File: config.mk
export PLATFORM = sky130hd
export DESIGN_NAME = sprite_compositor
export DESIGN_NICKNAME = d
export VERILOG_FILES = /design/src/rtl/sprite_compositor.sv
export SDC_FILE = /design/constraint.sdc
export NUM_CORES = 1
export LEC_CHECK = 0
export CORE_MARGIN = 3
export CORE_UTILIZATION = 40
export DETAILED_ROUTE_END_ITERATION = 8
export SLEW_MARGIN = 30
export SYNTH_ARGS = -nofsm -noshare
export SYNTH_HDL_FRONTEND = slang
export SYNTH_SLANG_ARGS = --single-unit
File: constraint.sdc
create_clock -name sys_clk -period 5.2 [get_ports sys_clk]
set_clock_uncertainty 0.1 [all_clocks]
set_input_delay 1.56 -clock sys_clk [delete_from_list [all_inputs] [get_ports sys_clk]]
set_output_delay 1.56 -clock sys_clk [all_outputs]
set_load 0.02 [all_outputs]
File: src/rtl/sprite_compositor.sv
// sprite_compositor
//   Composites NUM_SPRITES sprite layers over a flat background colour with a
//   fixed two-stage pipeline. Sprite 0 has the highest priority. Pixels equal to
//   KEY_COLOR are transparent. Sprite positions and enables are double-buffered.
//   The shadow copy is loaded on frame_start, so a frame never mixes old and new
//   positions. A per-frame flag reports opaque overlap between sprite 0 and any
//   other sprite.
//
// Ports
//   sys_clk, sys_rst_n  clock (rising edge) and asynchronous active-low reset
//   video_on, x, y      active-video flag and pixel coordinates (stage 0 input)
//   frame_start         1-cycle pulse at start of vblank; loads shadow, ends frame
//   spr_x_in, spr_y_in  pending sprite positions, sprite i at [i*SCREEN_WIDTH +: SCREEN_WIDTH]
//   spr_en_in           pending sprite enables
//   spr_addr            registered sprite ROM addresses, sprite i at [i*ADDR_W +: ADDR_W]
//   spr_rom_data        ROM read data for the address currently on spr_addr
//   rgb                 registered composited pixel, 2 cycles after x/y
//   collision           sprite-0 overlap flag for the previous frame
module sprite_compositor #(
  parameter int PIXEL_WIDTH  = 12,
  parameter int SCREEN_WIDTH = 10,
  parameter int NUM_SPRITES  = 4,
  parameter int SPR_W        = 32,
  parameter int SPR_H        = 32,
  parameter logic [PIXEL_WIDTH-1:0] KEY_COLOR = 12'hF0F,
  parameter logic [PIXEL_WIDTH-1:0] BG_COLOR  = 12'hFFF,
  parameter int ADDR_W       = $clog2(SPR_W*SPR_H)
) (
  input  logic                                 sys_clk,
  input  logic                                 sys_rst_n,
  input  logic                                 video_on,
  input  logic [SCREEN_WIDTH-1:0]              x,
  input  logic [SCREEN_WIDTH-1:0]              y,
  input  logic                                 frame_start,
  input  logic [NUM_SPRITES*SCREEN_WIDTH-1:0]  spr_x_in,
  input  logic [NUM_SPRITES*SCREEN_WIDTH-1:0]  spr_y_in,
  input  logic [NUM_SPRITES-1:0]               spr_en_in,
  output logic [NUM_SPRITES*ADDR_W-1:0]        spr_addr,
  input  logic [NUM_SPRITES*PIXEL_WIDTH-1:0]   spr_rom_data,
  output logic [PIXEL_WIDTH-1:0]               rgb,
  output logic                                 collision
);

  // Sprite extents widened by one bit so that sx+SPR_W cannot wrap to 0
  localparam logic [SCREEN_WIDTH:0] SPR_W_EXT = (SCREEN_WIDTH+1)'(SPR_W);
  localparam logic [SCREEN_WIDTH:0] SPR_H_EXT = (SCREEN_WIDTH+1)'(SPR_H);
  localparam logic [ADDR_W-1:0]     ROW_PITCH = ADDR_W'(SPR_W);

  logic [NUM_SPRITES*SCREEN_WIDTH-1:0] shadow_x;
  logic [NUM_SPRITES*SCREEN_WIDTH-1:0] shadow_y;
  logic [NUM_SPRITES-1:0]              shadow_en;

  logic [NUM_SPRITES-1:0]        hit;
  logic [NUM_SPRITES*ADDR_W-1:0] addr_next;
  logic [SCREEN_WIDTH:0]         px, py, sx, sy, dx, dy;

  logic [NUM_SPRITES-1:0]        hit_d;
  logic                          video_on_d;

  logic [NUM_SPRITES-1:0]        opaque;
  logic [PIXEL_WIDTH-1:0]        pixel_next;
  logic                          coll_term;
  logic                          coll_acc;

  // Shadow position registers: the whole set is captured only on frame_start,
  // so the picture is built from one consistent snapshot per frame.
  always_ff @(posedge sys_clk or negedge sys_rst_n) begin
    if (!sys_rst_n) begin
      shadow_x  <= '0;
      shadow_y  <= '0;
      shadow_en <= '0;
    end else if (frame_start) begin
      shadow_x  <= spr_x_in;
      shadow_y  <= spr_y_in;
      shadow_en <= spr_en_in;
    end
  end

  // Stage 0 hit test and ROM address generation.
  // The address is forced to 0 for sprites that are not hit.
  always_comb begin
    hit       = '0;
    addr_next = '0;
    px        = {1'b0, x};
    py        = {1'b0, y};
    sx        = '0;
    sy        = '0;
    dx        = '0;
    dy        = '0;
    for (int i = 0; i < NUM_SPRITES; i++) begin
      sx = {1'b0, shadow_x[i*SCREEN_WIDTH +: SCREEN_WIDTH]};
      sy = {1'b0, shadow_y[i*SCREEN_WIDTH +: SCREEN_WIDTH]};
      dx = px - sx;
      dy = py - sy;
      hit[i] = shadow_en[i] && (px >= sx) && (px < sx + SPR_W_EXT)
                            && (py >= sy) && (py < sy + SPR_H_EXT);
      if (hit[i]) begin
        addr_next[i*ADDR_W +: ADDR_W] = ADDR_W'(dy) * ROW_PITCH + ADDR_W'(dx);
      end
    end
  end

  // Stage 0 registers: the ROM addresses, plus the hit vector and video_on
  // carried alongside so they line up with the ROM data in stage 1.
  always_ff @(posedge sys_clk or negedge sys_rst_n) begin
    if (!sys_rst_n) begin
      spr_addr   <= '0;
      hit_d      <= '0;
      video_on_d <= 1'b0;
    end else begin
      spr_addr   <= addr_next;
      hit_d      <= hit;
      video_on_d <= video_on;
    end
  end

  // Stage 1 priority mux. Scanning from the highest index down leaves the
  // lowest-index opaque sprite as the winner.
  always_comb begin
    opaque     = '0;
    pixel_next = BG_COLOR;
    for (int i = NUM_SPRITES-1; i >= 0; i--) begin
      opaque[i] = hit_d[i] && (spr_rom_data[i*PIXEL_WIDTH +: PIXEL_WIDTH] != KEY_COLOR);
      if (opaque[i]) begin
        pixel_next = spr_rom_data[i*PIXEL_WIDTH +: PIXEL_WIDTH];
      end
    end
    if (!video_on_d) begin
      pixel_next = '0;
    end
    coll_term = video_on_d && opaque[0] && (|(opaque >> 1));
  end

  // Output pixel register.
  always_ff @(posedge sys_clk or negedge sys_rst_n) begin
    if (!sys_rst_n) begin
      rgb <= '0;
    end else begin
      rgb <= pixel_next;
    end
  end

  // Collision accumulator. The term from the frame_start cycle itself is
  // included in the reported flag. That term is not carried into the new frame.
  always_ff @(posedge sys_clk or negedge sys_rst_n) begin
    if (!sys_rst_n) begin
      coll_acc  <= 1'b0;
      collision <= 1'b0;
    end else if (frame_start) begin
      collision <= coll_acc | coll_term;
      coll_acc  <= 1'b0;
    end else begin
      coll_acc  <= coll_acc | coll_term;
    end
  end

endmodule

; ---- Word level (Yosys, flattened, before mapping)
; Index checks and enable logic that the tools add are counted.
[classes]
n_addsub = 20
order_cmp = 16
eq_ne = 4
mux = 10
bitwise_logic = 1
reduce_logical = 23
[op_table]
columns = cell, n
row1 = $add 10x6->11 const B, 8
row2 = $lt 10x11->1, 8
row3 = $ge 10x10->1, 8
row4 = $mux 12, 5
row5 = $ne 12x12->1 const B, 4
row6 = $add 10x10->10, 4
row7 = $mux 10, 4
row8 = $sub 10x10->10, 4
row9 = $logic_and 1x1->1, 22
row10 = $sub 5x5->5, 4
row11 = $reduce_or 3->1, 1
row12 = $mux 1, 1
row13 = $or 1x1->1, 1
[word_totals]
reg_bits = 143
input_bits = 156
out_inout_bits = 53
elab_cells = 83

; ---- Longest topological paths before layout
[depth]
word_depth = 7
ltp_mapped = 12
mapped_depth_nobuf = 12

; ---- Worst setup path after synthesis
; No wires, ideal clock.
[synth_path]
path_type = input-to-reg
from = input y[0]
to = register spr_addr[8]
arrival_time_ns = 3.838
t_required_ns = 4.981
slack_ns = 1.143
path_stages = 11
n_path_buf = 0
path_cell_list = inv_1 > ha_1 > inv_1 > fa_1 > fa_1 > ha_1 > or2_2 > a21oi_1 > a21oi_1 > xor2_1 > and2_1
[synth_via]
elab_chain_len = 4
[synth_rtl]
columns = item, line_no
row1 = from (decl), 33  ; input logic [SCREEN_WIDTH-1:0] y,
row2 = "parallel branches: the longest is 3 deep, another holds $add 10x10->10", n/a
row3 = $mux 10 (*), 97  ; if (hit[i]) begin
row4 = named net addr_next[8], 54  ; logic [NUM_SPRITES*ADDR_W-1:0] addr_next;
row5 = to (signal assigned), 111  ; spr_addr <= addr_next;
row6 = to (decl), 38  ; output logic [NUM_SPRITES*ADDR_W-1:0] spr_addr,
; Mark *: on every way through the listed nets, which the timed path passes.
; A chain may end at the register's enable or synchronous reset.

; ---- Worst setup path after layout
[layout_path]
from = input y[0]
to = register spr_addr[38]
; Same word-level chain as after synthesis.

==> metrics.cfg <==
[clock_tree]
htreeDepth=4
postCtsResizedCells=0
cts_tree=yes
cts_made_buffers=17
clkSlewWorstSetupHoldPaths_ns=0.06
clk_path_buf_depth=2
cts_sinks=143
clk_latency_ns=0.43
cts_setup_buffers=0
cts_hold_buf=0
root_buffer=clkbuf_16

[place]
port_buffers=208
place_hpwl_mm=24.2
preCtsSetupSlack_ns=0.452
globalplace.congestion=0.916
placed_area_mm2=0.0134
dp_cells=1679

[setup_path]
worstSetupPathType=in2reg
worstPathMaxFanout=5
critical_path_buf_inv_count=3
worstPathArrival_ns=4.50
endpoint_kind=flop
crit_chain=clkdlybuf4s50_1 > inv_1 > ha_1 > inv_1 > fa_1 > xor2_1 > fa_1 > ha_1 > or3_1 > o21ai_0 > a21oi_1 > xnor2_1 > nor2_1
slowest_delay_ns=0.44
cp_data_required_time_ns=5.41
worst_setup_path_start_kind=input port
cp_slowest_cell=fa_1
path_delay_family=adder cells

[hold_path]
worstHoldPathType=reg2reg

[synth]
synth.net_count=1502
ys_warn_count=0
yosysSeqAreaShare=0.331
synthCells=1146
syn_avg_cell_area_um2=9.44
synthArstFlopShare=1.00
ys_ff_latch=143
synth_edf_count=0
syn_area_mm2=0.0108
ys_types=64
synth_ff_type=dfrtp_1

[final_layout]
final_common_cell=clkdlybuf4s50_1
nets=1719
antenna_cells=0
seqCellArea_mm2=0.00358
layout.cells.non_filler=1711
multiInputGateArea_mm2=0.00662
stdcell_area_mm2=0.0140
fillers=2444
areaGrowthSynthToFinish_pct=29.4
utilization=0.532
drive_gt1_frac=0.0538
layout_common_cells=clkdlybuf4s50_1 (206), ha_1 (160), dfrtp_1 (143)

[floorplan]
dieHeight_um=170
initial_utilization=0.411
fp.dieArea_mm2=0.0290
die_w_um=170
rows=59
coreArea_mm2=0.0263
io_pins=209

[timing]
worst_slew_pin_slew_ns=0.699
period_share=0.824
slew_violations=0
whs_ns=0.393
slew_headroom=0.531
hold_viol=0
fin_setup_tns_ns=0
setup_viol=0
fin_crit_ns=4.29
worst_slack_ns=0.914
timing.fmax_mhz=233
rsz0062_at_grt=no

[flow_run]
cap_violations=0

[status]
status=complete, no violations

[power]
p_int_mw=2.64
fin_total_pwr_mw=4.00
power_frac_comb=0.372
switching_share=0.342
powerDensity_mw_per_mm2=286
power.leakage_nw=6.35
power_switching_mw=1.37
irDropWorstVdd_uv=166
clkPwrFrac=0.315
p_seq_frac=0.313

[routing]
wl_per_cell_um=17.3
drt-total-wl_mm=29.5
firstDrtPassIters=5
ant_nets=0
drt_iter0_markers=351
via_per_inst=5.15
drc=0
vias=8819

[global_route]
grt_pass1_wl_mm=47.4
antenna_found_initial=0
grt_max_degree=68
overflow=0
grt_pass1_vias=8849
grt_usage=0.208

tightest hold or removal path: stages (launching register included):
cell	delay (ns)
dfrtp_1	0.33
a31oi_1	0.05
nor2_1	0.08
registers in the layout, indices dropped and copies added, names as in the netlist:
register,flops
coll_acc,1
collision,1
hit_d,4
rgb,12
shadow_en,4
shadow_x,40
shadow_y,40
spr_addr,40
video_on_d,1
power by group through the flow:
| stage | Clock [mW] | Sequential, mW | Combinational [mW] |
|---|---|---|---|
| final | 1.26 | 1.25 | 1.49 |
| after global routing | 1.34 | 1.26 | 1.69 |
| after CTS | 1.30 | 1.25 | 1.50 |
| after detailed placement | 0 | 1.27 | 1.49 |
| after global placement | 0 | 1.27 | 1.46 |
| after floorplan | 0 | 1.29 | 0.976 |
per-layer routing:
metal	global-route usage	share of wire	vias to the layer above
li1	-	-	4422
met1	0.280	0.47	4141
met2	0.348	0.47	229
met3	0.0334	0.047	27
met4	0.0586	0.019	0
met5	0	0	-
cell type report:
type	count	area share
tap	335	0.0300
clock inverter	14	0.0111
sequential	143	0.256
multi-input combinational	842	0.473
inverter	135	0.0362
timing repair buffer	224	0.162
clock buffer	18	0.0314
path summary, 6_finish.rpt:
path	from	cells past startpoint	to	slack, ns
hold reg to reg	coll_acc$_DFF_PN0_	2	coll_acc$_DFF_PN0_	0.39
setup / recovery	y[0]	13	spr_addr[38]$_DFF_PN0_	0.91
hold / removal	coll_acc$_DFF_PN0_	2	coll_acc$_DFF_PN0_	0.39
max in group asynchronous	sys_rst_n	2	shadow_y[0]$_DFFE_PN0P_	3.41
setup reg to reg	shadow_y[30]$_DFFE_PN0P_	11	spr_addr[38]$_DFF_PN0_	2.27
min in group asynchronous	sys_rst_n	1	hit_d[3]$_DFF_PN0_	0.93
cells in the mapped netlist, types with 10 or more instances:
cell type,count,area [µm²]
fa_1,40,801
nor3_1,12,60.1
o21ai_0,115,576
nor2b_1,13,81.3
nor2_1,71,267
clkbuf_1,21,78.8
o221ai_1,12,105
ha_1,160,2000
a21o_1,10,75.1
nand3_1,22,110
xor2_1,17,149
xnor2_1,44,385
nand2_1,107,402
inv_1,135,507
a21oi_1,49,245
nand4_1,10,62.6
a31oi_1,19,119
dfrtp_1,143,3580
mux2_2,12,135
cell families after synthesis:
logic type,count (synthesis),share of synthesized area
DFF,143,0.331
AOI/OAI and AO/OA,280,0.162
and+or+nand+nor,289,0.129
adders and majority gates,200,0.259
muxes,12,0.0125
xor gates and xnor gates,61,0.0494
buffers and inverters,161,0.0568
Power figures use the tool's default switching activity.
